## src/rtl/rx_block_buffer.sv

```systemverilog
// rx_block_buffer
// Packs WORD_W-bit bus words into BLOCK_W-bit cipher blocks and queues the
// finished blocks in a DEPTH-entry show-ahead FIFO with a per-block last tag.
module rx_block_buffer #(
    parameter int WORD_W          = 32,
    parameter int WORDS_PER_BLOCK = 4,
    parameter int DEPTH           = 2,
    localparam int BLOCK_W        = WORD_W * WORDS_PER_BLOCK,
    localparam int LVL_W          = $clog2(DEPTH + 1),
    localparam int WH_W           = $clog2(WORDS_PER_BLOCK)
) (
    input  logic               clk,
    input  logic               rst,
    input  logic [WORD_W-1:0]  word_in,
    input  logic               word_valid,
    output logic               word_ready,
    input  logic               word_last,
    input  logic               word_order,
    input  logic               sclr,
    output logic [BLOCK_W-1:0] block_out,
    output logic               block_last,
    output logic               block_valid,
    input  logic               block_ready,
    output logic [LVL_W-1:0]   level,
    output logic [WH_W-1:0]    words_held
);

    localparam int PTR_W = (DEPTH > 1) ? $clog2(DEPTH) : 1;

    logic [BLOCK_W-1:0] mem [DEPTH];
    logic [DEPTH-1:0]   last_mem;
    logic [PTR_W-1:0]   rd_ptr;
    logic [PTR_W-1:0]   wr_ptr;
    logic [BLOCK_W-1:0] asm_q;
    logic [BLOCK_W-1:0] asm_next;
    logic               order_q;
    logic               eff_order;
    int unsigned        slot;
    logic               accept;
    logic               complete;
    logic               pop;
    logic [LVL_W-1:0]   level_next;

    function automatic logic [PTR_W-1:0] ptr_inc(input logic [PTR_W-1:0] p);
        return (p == PTR_W'(DEPTH - 1)) ? '0 : p + 1'b1;
    endfunction

    assign block_valid = (level != '0);
    assign block_out   = mem[rd_ptr];
    assign block_last  = last_mem[rd_ptr];

    // Word placement, block completion and next FIFO occupancy
    always_comb begin
        accept    = word_valid & word_ready & ~sclr;
        // the first word of a block uses the live order input, later words the latched one
        eff_order = (words_held == '0) ? word_order : order_q;
        slot      = eff_order ? int'(words_held)
                              : WORDS_PER_BLOCK - 1 - int'(words_held);
        // slices not yet written are zero, so OR-ing the shifted word places it
        asm_next  = asm_q | ({{(BLOCK_W - WORD_W){1'b0}}, word_in} << (slot * WORD_W));
        complete  = accept & ((words_held == WH_W'(WORDS_PER_BLOCK - 1)) | word_last);
        pop       = block_valid & block_ready & ~sclr;
        if (sclr)
            level_next = '0;
        else if (complete & ~pop)
            level_next = level + 1'b1;
        else if (pop & ~complete)
            level_next = level - 1'b1;
        else
            level_next = level;
    end

    // Assembly register, pointers, occupancy and registered ready
    always_ff @(posedge clk or posedge rst) begin
        if (rst) begin
            word_ready <= 1'b0;
            level      <= '0;
            words_held <= '0;
            asm_q      <= '0;
            order_q    <= 1'b0;
            rd_ptr     <= '0;
            wr_ptr     <= '0;
        end else begin
            word_ready <= (level_next < LVL_W'(DEPTH));
            level      <= level_next;
            if (sclr) begin
                words_held <= '0;
                asm_q      <= '0;
                rd_ptr     <= '0;
                wr_ptr     <= '0;
            end else begin
                if (accept) begin
                    if (words_held == '0)
                        order_q <= word_order;
                    if (complete) begin
                        words_held <= '0;
                        asm_q      <= '0;
                        wr_ptr     <= ptr_inc(wr_ptr);
                    end else begin
                        words_held <= words_held + 1'b1;
                        asm_q      <= asm_next;
                    end
                end
                if (pop)
                    rd_ptr <= ptr_inc(rd_ptr);
            end
        end
    end

    // Block storage written when a block completes
    always_ff @(posedge clk or posedge rst) begin
        if (rst) begin
            for (int unsigned i = 0; i < DEPTH; i++)
                mem[i] <= '0;
            last_mem <= '0;
        end else if (complete) begin
            mem[wr_ptr]      <= asm_next;
            last_mem[wr_ptr] <= word_last;
        end
    end

endmodule

```

## config.mk

```make
export PLATFORM = sky130hd
export DESIGN_NAME = rx_block_buffer
export DESIGN_NICKNAME = d
export VERILOG_FILES = /design/src/rtl/rx_block_buffer.sv
export SDC_FILE = /design/constraint.sdc
export NUM_CORES = 1
export LEC_CHECK = 0
export BUFFER_PORTS_ARGS = -buffer_cell sky130_fd_sc_hd__clkbuf_2
export CORE_ASPECT_RATIO = 0.8
export CORE_UTILIZATION = 59
export DETAILED_ROUTE_END_ITERATION = 8
export HOLD_SLACK_MARGIN = 0.15
export PLACE_DENSITY = 0.88
export SKIP_CTS_REPAIR_TIMING = 1
export SLEW_MARGIN = 20
export SYNTH_ARGS = -nofsm -noshare
export SYNTH_HDL_FRONTEND = slang
export SYNTH_SLANG_ARGS = --single-unit
```

## constraint.sdc

```tcl
create_clock -name clk -period 13 [get_ports clk]
set_input_delay 0.65 -clock clk [delete_from_list [all_inputs] [get_ports clk]]
set_output_delay 0.65 -clock clk [all_outputs]
set_load 0.005 [all_outputs]
```

After elaboration in Yosys (flattened, before gate mapping)
Index checks and enable logic that the tools add are counted.
Widths: inputs -> output; s select.
{"block": "totals", "output_inout_bits": 135, "elab_cells": 77, "input_bits": 39, "regBits": 394}
{"block": "op_classes", "n_reduce_logical": 9, "add_sub_neg": 6, "n_lt_le_gt_ge": 7, "muxes": 29, "eq_ne": 1, "shifts": 1, "n_bitwise": 14}
{"operator": "$mux 128", "count": 7}
{"operator": "$bwmux 256", "count": 1}
{"operator": "$demux 128 s1", "count": 1}
{"operator": "$or 128x128->128", "count": 1}
{"operator": "$shl 32x32->128", "count": 1}
{"operator": "$mux 27", "count": 1}
{"operator": "$mux 2", "count": 6}
{"operator": "$mux 1", "count": 11}
{"operator": "$reduce_bool 2->1", "count": 4}
{"operator": "$and 1x1->1", "count": 7}
{"operator": "$add 2x1->2 const B", "count": 2}
{"operator": "$ge 2x2->1 const B", "count": 2}
{"operator": "$lt 1x2->1 const B", "count": 2}
{"operator": "$not 1->2", "count": 2}
{"operator": "$reduce_and 2->1", "count": 2}
{"operator": "$not 1->1", "count": 3}
{"operator": "$sub 2x2->3 const A", "count": 1}
{"operator": "$add 1x1->1 const B", "count": 2}
{"operator": "$bwmux 2", "count": 1}
{"operator": "$eq 2x2->1 const B", "count": 1}
{"operator": "$logic_and 1x1->1", "count": 2}
{"operator": "$logic_not 2->1", "count": 1}
{"operator": "$lt 2x1->1 const B", "count": 1}
{"operator": "$lt 2x2->1 const B", "count": 1}
{"operator": "4 further kinds", "count": 4}

Depth between registers and ports, before layout
Gate-level depths: netlist of run 1.
{"block": "logic_depth", "depth_word": 9, "mapped_depth": 7, "ltp_nobuf": 6}

Worst setup path after synthesis of run 1
OpenSTA, ideal clock, no wires.
{"block": "synth_timing", "kind": "flip-flop to flip-flop", "start": "register words_held[0]", "end": "register mem[210] (netlist name)", "stages_incl_launch_ff": 8, "arrival_ps": 2023, "synth_period_minus_slack_ps": 2101, "setup_slack_ps": 10899, "path_cell_list": "dfrtp_1 -> inv_1 -> ha_1 -> mux2i_4 -> mux2i_4 -> buf_6 -> a21oi_2 -> a21oi_1"}
{"block": "synth_via", "elab_chain_cells": 6, "elab_cells_between_ends": 10, "classes_between": "add/sub (1); eq/ne (1); shift (1); mux (3); bitwise (3); reduce/logical (1)"}
{"element": "from (decl)", "line_no": "25", "source": "output logic [WH_W-1:0] words_held"}
{"element": "from (signal assigned)", "line_no": "100", "source": "words_held <= words_held + 1'b1;"}
{"element": "parallel branches: the longest is 6 deep, another holds $sub 2x2->3"}
{"element": "to (signal, indexed assignment)", "line_no": "117", "source": "mem[wr_ptr] <= asm_next;"}
{"element": "to (decl)", "line_no": "30", "source": "logic [BLOCK_W-1:0] mem [DEPTH];"}
Parallel ways; which one is timed is not known.
A chain may end at the register's enable or synchronous reset.

Worst setup path in the final report of run 1
{"block": "layout_timing", "start": "register rd_ptr", "end": "output port block_out[18]"}
{"block": "layout_via", "elab_chain_cells": 4}
{"element": "from (decl)", "line_no": "32", "source": "logic [PTR_W-1:0] rd_ptr;"}
{"element": "from (signal assigned)", "line_no": "105", "source": "rd_ptr <= ptr_inc(rd_ptr);"}
{"element": "$not 1->2 (not written as such)", "line_no": "49", "source": "assign block_out = mem[rd_ptr];"}
{"element": "$mux 128 (not written as such) (3 in a row)", "line_no": "49"}
{"element": "to (decl)", "line_no": "20", "source": "output logic [BLOCK_W-1:0] block_out,"}
Every way passes these cells. The select of a mux whose other input is x is not followed.

==> flow_summary.json, run 1 <==
{
  "status": "finished clean",
  "synth_edf_count": 0,
  "synth_top_cell_by_area": "dfrtp_1",
  "max_freq_ghz": 0.2668,
  "synth_compound_area_share_pct": 20.63,
  "slew_viol_final": 0,
  "layout_min_cycle_time_ns": 3.748,
  "grt_pass1_wl_um": 63640,
  "finClkSkew_ns": 0.01084,
  "async_flop_share_pct": 100.0,
  "netlist_area_um2": 17070,
  "nFillCells": 2072,
  "synth_top_area_share_pct": 57.76,
  "dpl.hpwl_um": 23160,
  "ys.flop_type": "dfrtp_1",
  "ctsRootBufferMaster": "clkbuf_16",
  "worstSetupPathType": "reg2out",
  "io_pins": 174,
  "viasPerCell": 6.185,
  "maxCapViolations": 0,
  "wirelength_um": 40060,
  "grt_usage_pct": 27.20,
  "die_width_um": 192.2,
  "cts_tree": "built",
  "setup_viol": 0,
  "final_layout_size_suffix_gt1_share_pct": 29.52,
  "core_area_um2": 28350,
  "clkLatencyLatePin_ns": 0.52,
  "synth_simple_gate_area_share_pct": 6.538,
  "end_kind": "output port",
  "critPathRequiredTime_ns": 12.35,
  "grt-ovfl-total": 0,
  "vias": 12150,
  "relSlewSlack_pct": 16.05,
  "grt_max_degree": 236,
  "io_buffers": 173,
  "synth_seq_area_share_pct": 57.76,
  "drc": 0,
  "syn2layout_area_growth_pct": 12.26,
  "powerDensity_nw_per_um2": 236.1,
  "tightest_slew_ns": 1.259,
  "crit_path_start_kind": "flop",
  "nets": 1608,
  "ctsLongestPathBuffers": 3,
  "p_leak_uw": 0.008323,
  "fin_cells": 1964,
  "ys_seq_elements": 394,
  "crit_path_max_fanout": 68,
  "fin_crit_sh_pct": 28.83,
  "yosys.cell_types.count": 32,
  "synthCells": 1492,
  "antenna_found_initial": 2,
  "synth_top_family_by_area": "compound AO/OA/AOI/OAI gates",
  "ant_nets": 0,
  "vdd_drop_max_v": 0.0002162,
  "dp.cells": 1893,
  "synth_xor_area_share_pct": 0.1832,
  "initial_utilization_pct": 60.21,
  "grt_pass1_vias": 12190,
  "hp-class": "in2async",
  "setup-tns-final_ns": 0,
  "dieHeight_um": 154.1,
  "synth_fp_nets": 1534,
  "cp_data_arrival_time_ns": 3.10,
  "gp_congestion": 0.7917,
  "htree_levels": 2,
  "numCtsBuffers": 38,
  "wl_per_cell_um": 20.40,
  "row_count": 55,
  "syn_avg_cell_area_um2": 11.44,
  "synth_warnings": 0,
  "dr.first_iter.drc_count": 1215,
  "synth.area.top_cells": "dfrtp_1, a21oi_1, mux2_2",
  "synthMuxAreaShare_pct": 9.433,
  "die-area_um2": 29620,
  "cts_sinks": 394,
  "clk_pin_slew_ns": 0.06,
  "drt_first_pass_iters": 5,
  "rsz0062_at_grt": "false",
  "synth_fa_ha_area_share_pct": 0.2199,
  "hold_viol_final": 0
}
## flip-flops by register name, summed over array words and instances, names as in the netlist
register,cells
level,2
words_held,2
rd_ptr,1
word_ready,1
wr_ptr,1
mem,256
last_mem,2
order_q,1
asm_q,128
## final timing paths
kind | from | cells after the start | slack (ns) | end
setup / recovery | rd_ptr | 3 | 9.25 | block_out[18]
hold / removal | rst | 2 | 0.23 | mem[33]
setup reg to reg | words_held[0] | 7 | 9.93 | asm_q[65]
hold reg to reg | asm_q[61] | 1 | 0.49 | asm_q[61]
max in group asynchronous | rst | 5 | 10.52 | asm_q[74]
min in group clk | word_order | 2 | 0.43 | order_q
## layout by cell type, fill, tap and decap left out, types with 2 or more instances in the layout
master,n
clkbuf_2,173
mux2_2,133
or3_1,2
nand2_1,3
nor4_4,2
clkbuf_1,6
a21oi_1,311
nand2b_1,2
a21oi_2,74
clkbuf_8,11
diode_2,2
buf_6,3
buf_4,9
dfrtp_1,393
ha_1,3
bufinv_16,7
nand3_1,2
a32o_1,128
clkbuf_16,41
nor2_1,259
mux2i_4,5
buf_12,3
inv_1,5
## cells by family (layout without fill, tap and decap cells)
logic type / Yosys count / after routing
compound gates: 517 / 517
flops: 394 / 394
simple gates: 277 / 277
buf+inv: 161 / 261
mux: 138 / 138
fa+ha+maj: 3 / 3
xor+xnor: 2 / 2
other cells: 0 / 2
## cell type report
| cell class | count | area [um2] | area share (%) |
|---|---|---|---|
| inverters | 6 | 30.03 | 0.1567 |
| clock buffers | 58 | 1200 | 6.261 |
| multi-input cells | 937 | 6332 | 33.04 |
| well taps | 370 | 462.9 | 2.416 |
| diodes | 2 | 5.005 | 0.02612 |
| repair buffers | 189 | 1055 | 5.504 |
| clock inverters | 8 | 215.2 | 1.123 |
| flip-flops and latches | 394 | 9863 | 51.47 |
## metal layers
layer  global-route usage, %  wire length [um]  vias up
li1                        -                 -     5496
met1                   37.00             16450     6136
met2                   45.22             20090      447
met3                   4.291              2578       69
met4                   7.912               942        0
met5                       0                 0        -
## worst max-delay path: stages, from the launching register on
cell	delay, ns
dfrtp_4	1.09
buf_4	0.85
mux2_2	0.45
clkbuf_2	0.12
## stage by stage
step | utilization (%) | worst slack (ns) | power, uW | cell area (um2) | hold WS (ns)
5_1_grt | 67.57 | 9.099 | 4786 | 19160 | 0.3672
3_3_place_gp | 62.39 | 9.695 | 3218 | 17690 | 0.4743
2_1_floorplan | - | 1.396 | 2777 | 17070 | 0.4666
4_1_cts | 67.38 | 9.225 | 4549 | 19100 | 0.3167
3_5_place_dp | 62.39 | 9.593 | 3295 | 17690 | 0.4816
6_report | 67.59 | 9.252 | 4524 | 19160 | 0.2290
## where the power goes
| part | switching (uW) | internal [uW] |
|---|---|---|
| sequential | 252 | 1640 |
| combinational | 712 | 683 |
| clock | 461 | 774 |
## Yosys cell counts, drive strengths merged (3+ instances only)
master,number
mux2i,5
nor2,261
dfrtp,394
inv,6
a21oi,385
buf,98
a32o,128
ha,3
clkbuf,57
nand2,3
mux2,133
Note: power is estimated with default switching activity, not from simulation.
==> run 2, diff against run 1 <==
==> constraint.sdc (replaced) <==
create_clock -name clk -period 3.55 [get_ports clk]
set_input_delay 0.1775 -clock clk [delete_from_list [all_inputs] [get_ports clk]]
set_output_delay 0.1775 -clock clk [all_outputs]
set_load 0.005 [all_outputs]
==> run 2 against run 1 <==
  * Hold slack got worse by 0.078 ns
  * Critical endpoint is now mem[73]
  * Sequential share of layout area down 0.50 points
  * Clock power grew to 3.3 times the previous value
==> flow_summary.json, run 2 (synthesized netlist as in run 1, its figures left out) <==
{
  "grt_max_degree": 227,
  "cts_tree": "built",
  "clk_pin_slew_ns": 0.06,
  "viasPerCell": 6.231,
  "largest_reg_flops": 256,
  "relSlewSlack_pct": 22.39,
  "grt_pass1_vias": 12180,
  "powerDensity_nw_per_um2": 839.8,
  "io_pins": 174,
  "final_util_pct": 68.25,
  "top_register": "mem",
  "dpl-instance-area_um2": 17800,
  "dieHeight_um": 154.1,
  "ctsLongestPathBuffers": 3,
  "cts_sinks": 394,
  "final_common_cell": "dfrtp_1",
  "p_leak_uw": 0.008392,
  "setup_viol": 0,
  "gp_congestion": 0.7548,
  "crit_chain": "ha_1, nor2_2, nor4b_4, buf_12, nor2_1, a21oi_1",
  "grt_pass1_wl_um": 64570,
  "worstSetupPathType": "reg2reg",
  "hp-class": "in2reg",
  "drc": 0,
  "initial_utilization_pct": 60.21,
  "vias": 12440,
  "slowest_stage": "buf_12",
  "antenna_found_initial": 0,
  "max_freq_ghz": 0.3861,
  "hold_viol_final": 0,
  "clkLatencyLatePin_ns": 0.52,
  "design_area_um2": 19350,
  "maxCapViolations": 0,
  "rsz0062_at_grt": "false",
  "tightest_slew_ns": 1.164,
  "grt-ovfl-total": 0,
  "row_count": 55,
  "layout_min_cycle_time_ns": 2.590,
  "ant_nets": 0,
  "crit_path_start_kind": "flop",
  "slowest_delay_ns": 0.54,
  "syn2layout_area_growth_pct": 13.35,
  "numCtsBuffers": 38,
  "io_buffers": 173,
  "mostFrequentLayoutCells": "dfrtp_1, a21oi_1, nor2_1",
  "n_antenna_cell": 0,
  "critPathRequiredTime_ns": 3.98,
  "end_kind": "flop",
  "nets": 1640,
  "fin_crit_sh_pct": 72.95,
  "slew_viol_final": 0,
  "die_width_um": 192.2,
  "htree_levels": 2,
  "ctsRootBufferMaster": "clkbuf_16",
  "final_layout_size_suffix_gt1_share_pct": 28.84,
  "dr.first_iter.drc_count": 1123,
  "drt_first_pass_iters": 5,
  "cp_data_arrival_time_ns": 3.02,
  "core_area_um2": 28350,
  "wl_per_cell_um": 20.50,
  "setup-tns-final_ns": 0,
  "pre_cts_ws_ns": 1.156,
  "crit_path_max_fanout": 226,
  "setup_ws_ns": 0.9603,
  "reg.largest.list": "mem x256, asm_q x128",
  "die-area_um2": 29620,
  "status": "finished clean",
  "vdd_drop_max_v": 0.0005754,
  "timing.critical_path.buf_inv": 1,
  "grt_usage_pct": 27.62,
  "wirelength_um": 40920,
  "finClkSkew_ns": 0.005156,
  "dpl.hpwl_um": 23810,
  "path_delay_family": "simple AND/OR/NAND/NOR gates"
}
## run 2: cell types whose count changed in the layout (fill, tap and decap cells not counted), sizes merged
cell / change
clkinv: +5
inv: -1
dlygate4sd3: +30
buf: +2
clkbuf: +3
diode: -2
clkinvlp: +1
bufinv: -6
## run 2: layout make-up
class / count / area [um2]
clock buffer: 61 / 1191
inverter: 6 / 26.28
timing repair buffer: 221 / 1414
sequential: 394 / 9863
fill: 2011 / 9002
tap: 370 / 462.9
multi-input combinational: 937 / 6332
clock inverter: 7 / 60.06
## run 2: metrics by stage
stage / hold WS [ns] / power [uW] / instances
global placement: 0.4742 / 11890 / 1898
finish: 0.1505 / 16250 / 1996
CTS: -0.06052 / 16290 / 1966
global route: 0.1563 / 17200 / 1996
detailed placement: 0.4815 / 12180 / 1898
floorplan: 0.3291 / 10170 / 1492
## run 2: report_power, final
group / total, uW / switching [uW] / internal, uW
combinational: 5350 / 2790 / 2560
clock: 4040 / 1670 / 2370
sequential: 6860 / 841 / 6020
## run 2: worst register-to-register path: stages, from the launching register on
cell,delay [ns]
dfrtp_1,0.51
ha_1,0.31
nor2_2,0.11
nor4b_4,0.35
buf_12,0.54
nor2_1,0.49
a21oi_1,0.18
## run 2: routing by layer
| layer | track usage, % | part of all wire (%) | vias up | wire [um] |
|---|---|---|---|---|
| met4 | 8.249 | 2.2 | 0 | 891 |
| met3 | 5.935 | 7.3 | 65 | 2981 |
| met1 | 37.32 | 40 | 6341 | 16450 |
| li1 | - | - | 5557 | - |
| met2 | 44.88 | 50 | 475 | 20600 |
| met5 | 0 | 0 | - | 0 |
## run 2: worst paths after layout
kind | from | to | slack [ns] | depth (start not counted)
worst max-delay path | words_held[1] | mem[73] | 0.96 | 6
min in group asynchronous | rst | asm_q[37] | 0.50 | 4
worst min register to register | asm_q[110] | asm_q[110] | 0.49 | 1
max in group asynchronous | rst | mem[19] | 2.30 | 4
worst min-delay path | word_in[18] | asm_q[18] | 0.15 | 2
worst max register to register | words_held[1] | mem[73] | 0.96 | 6
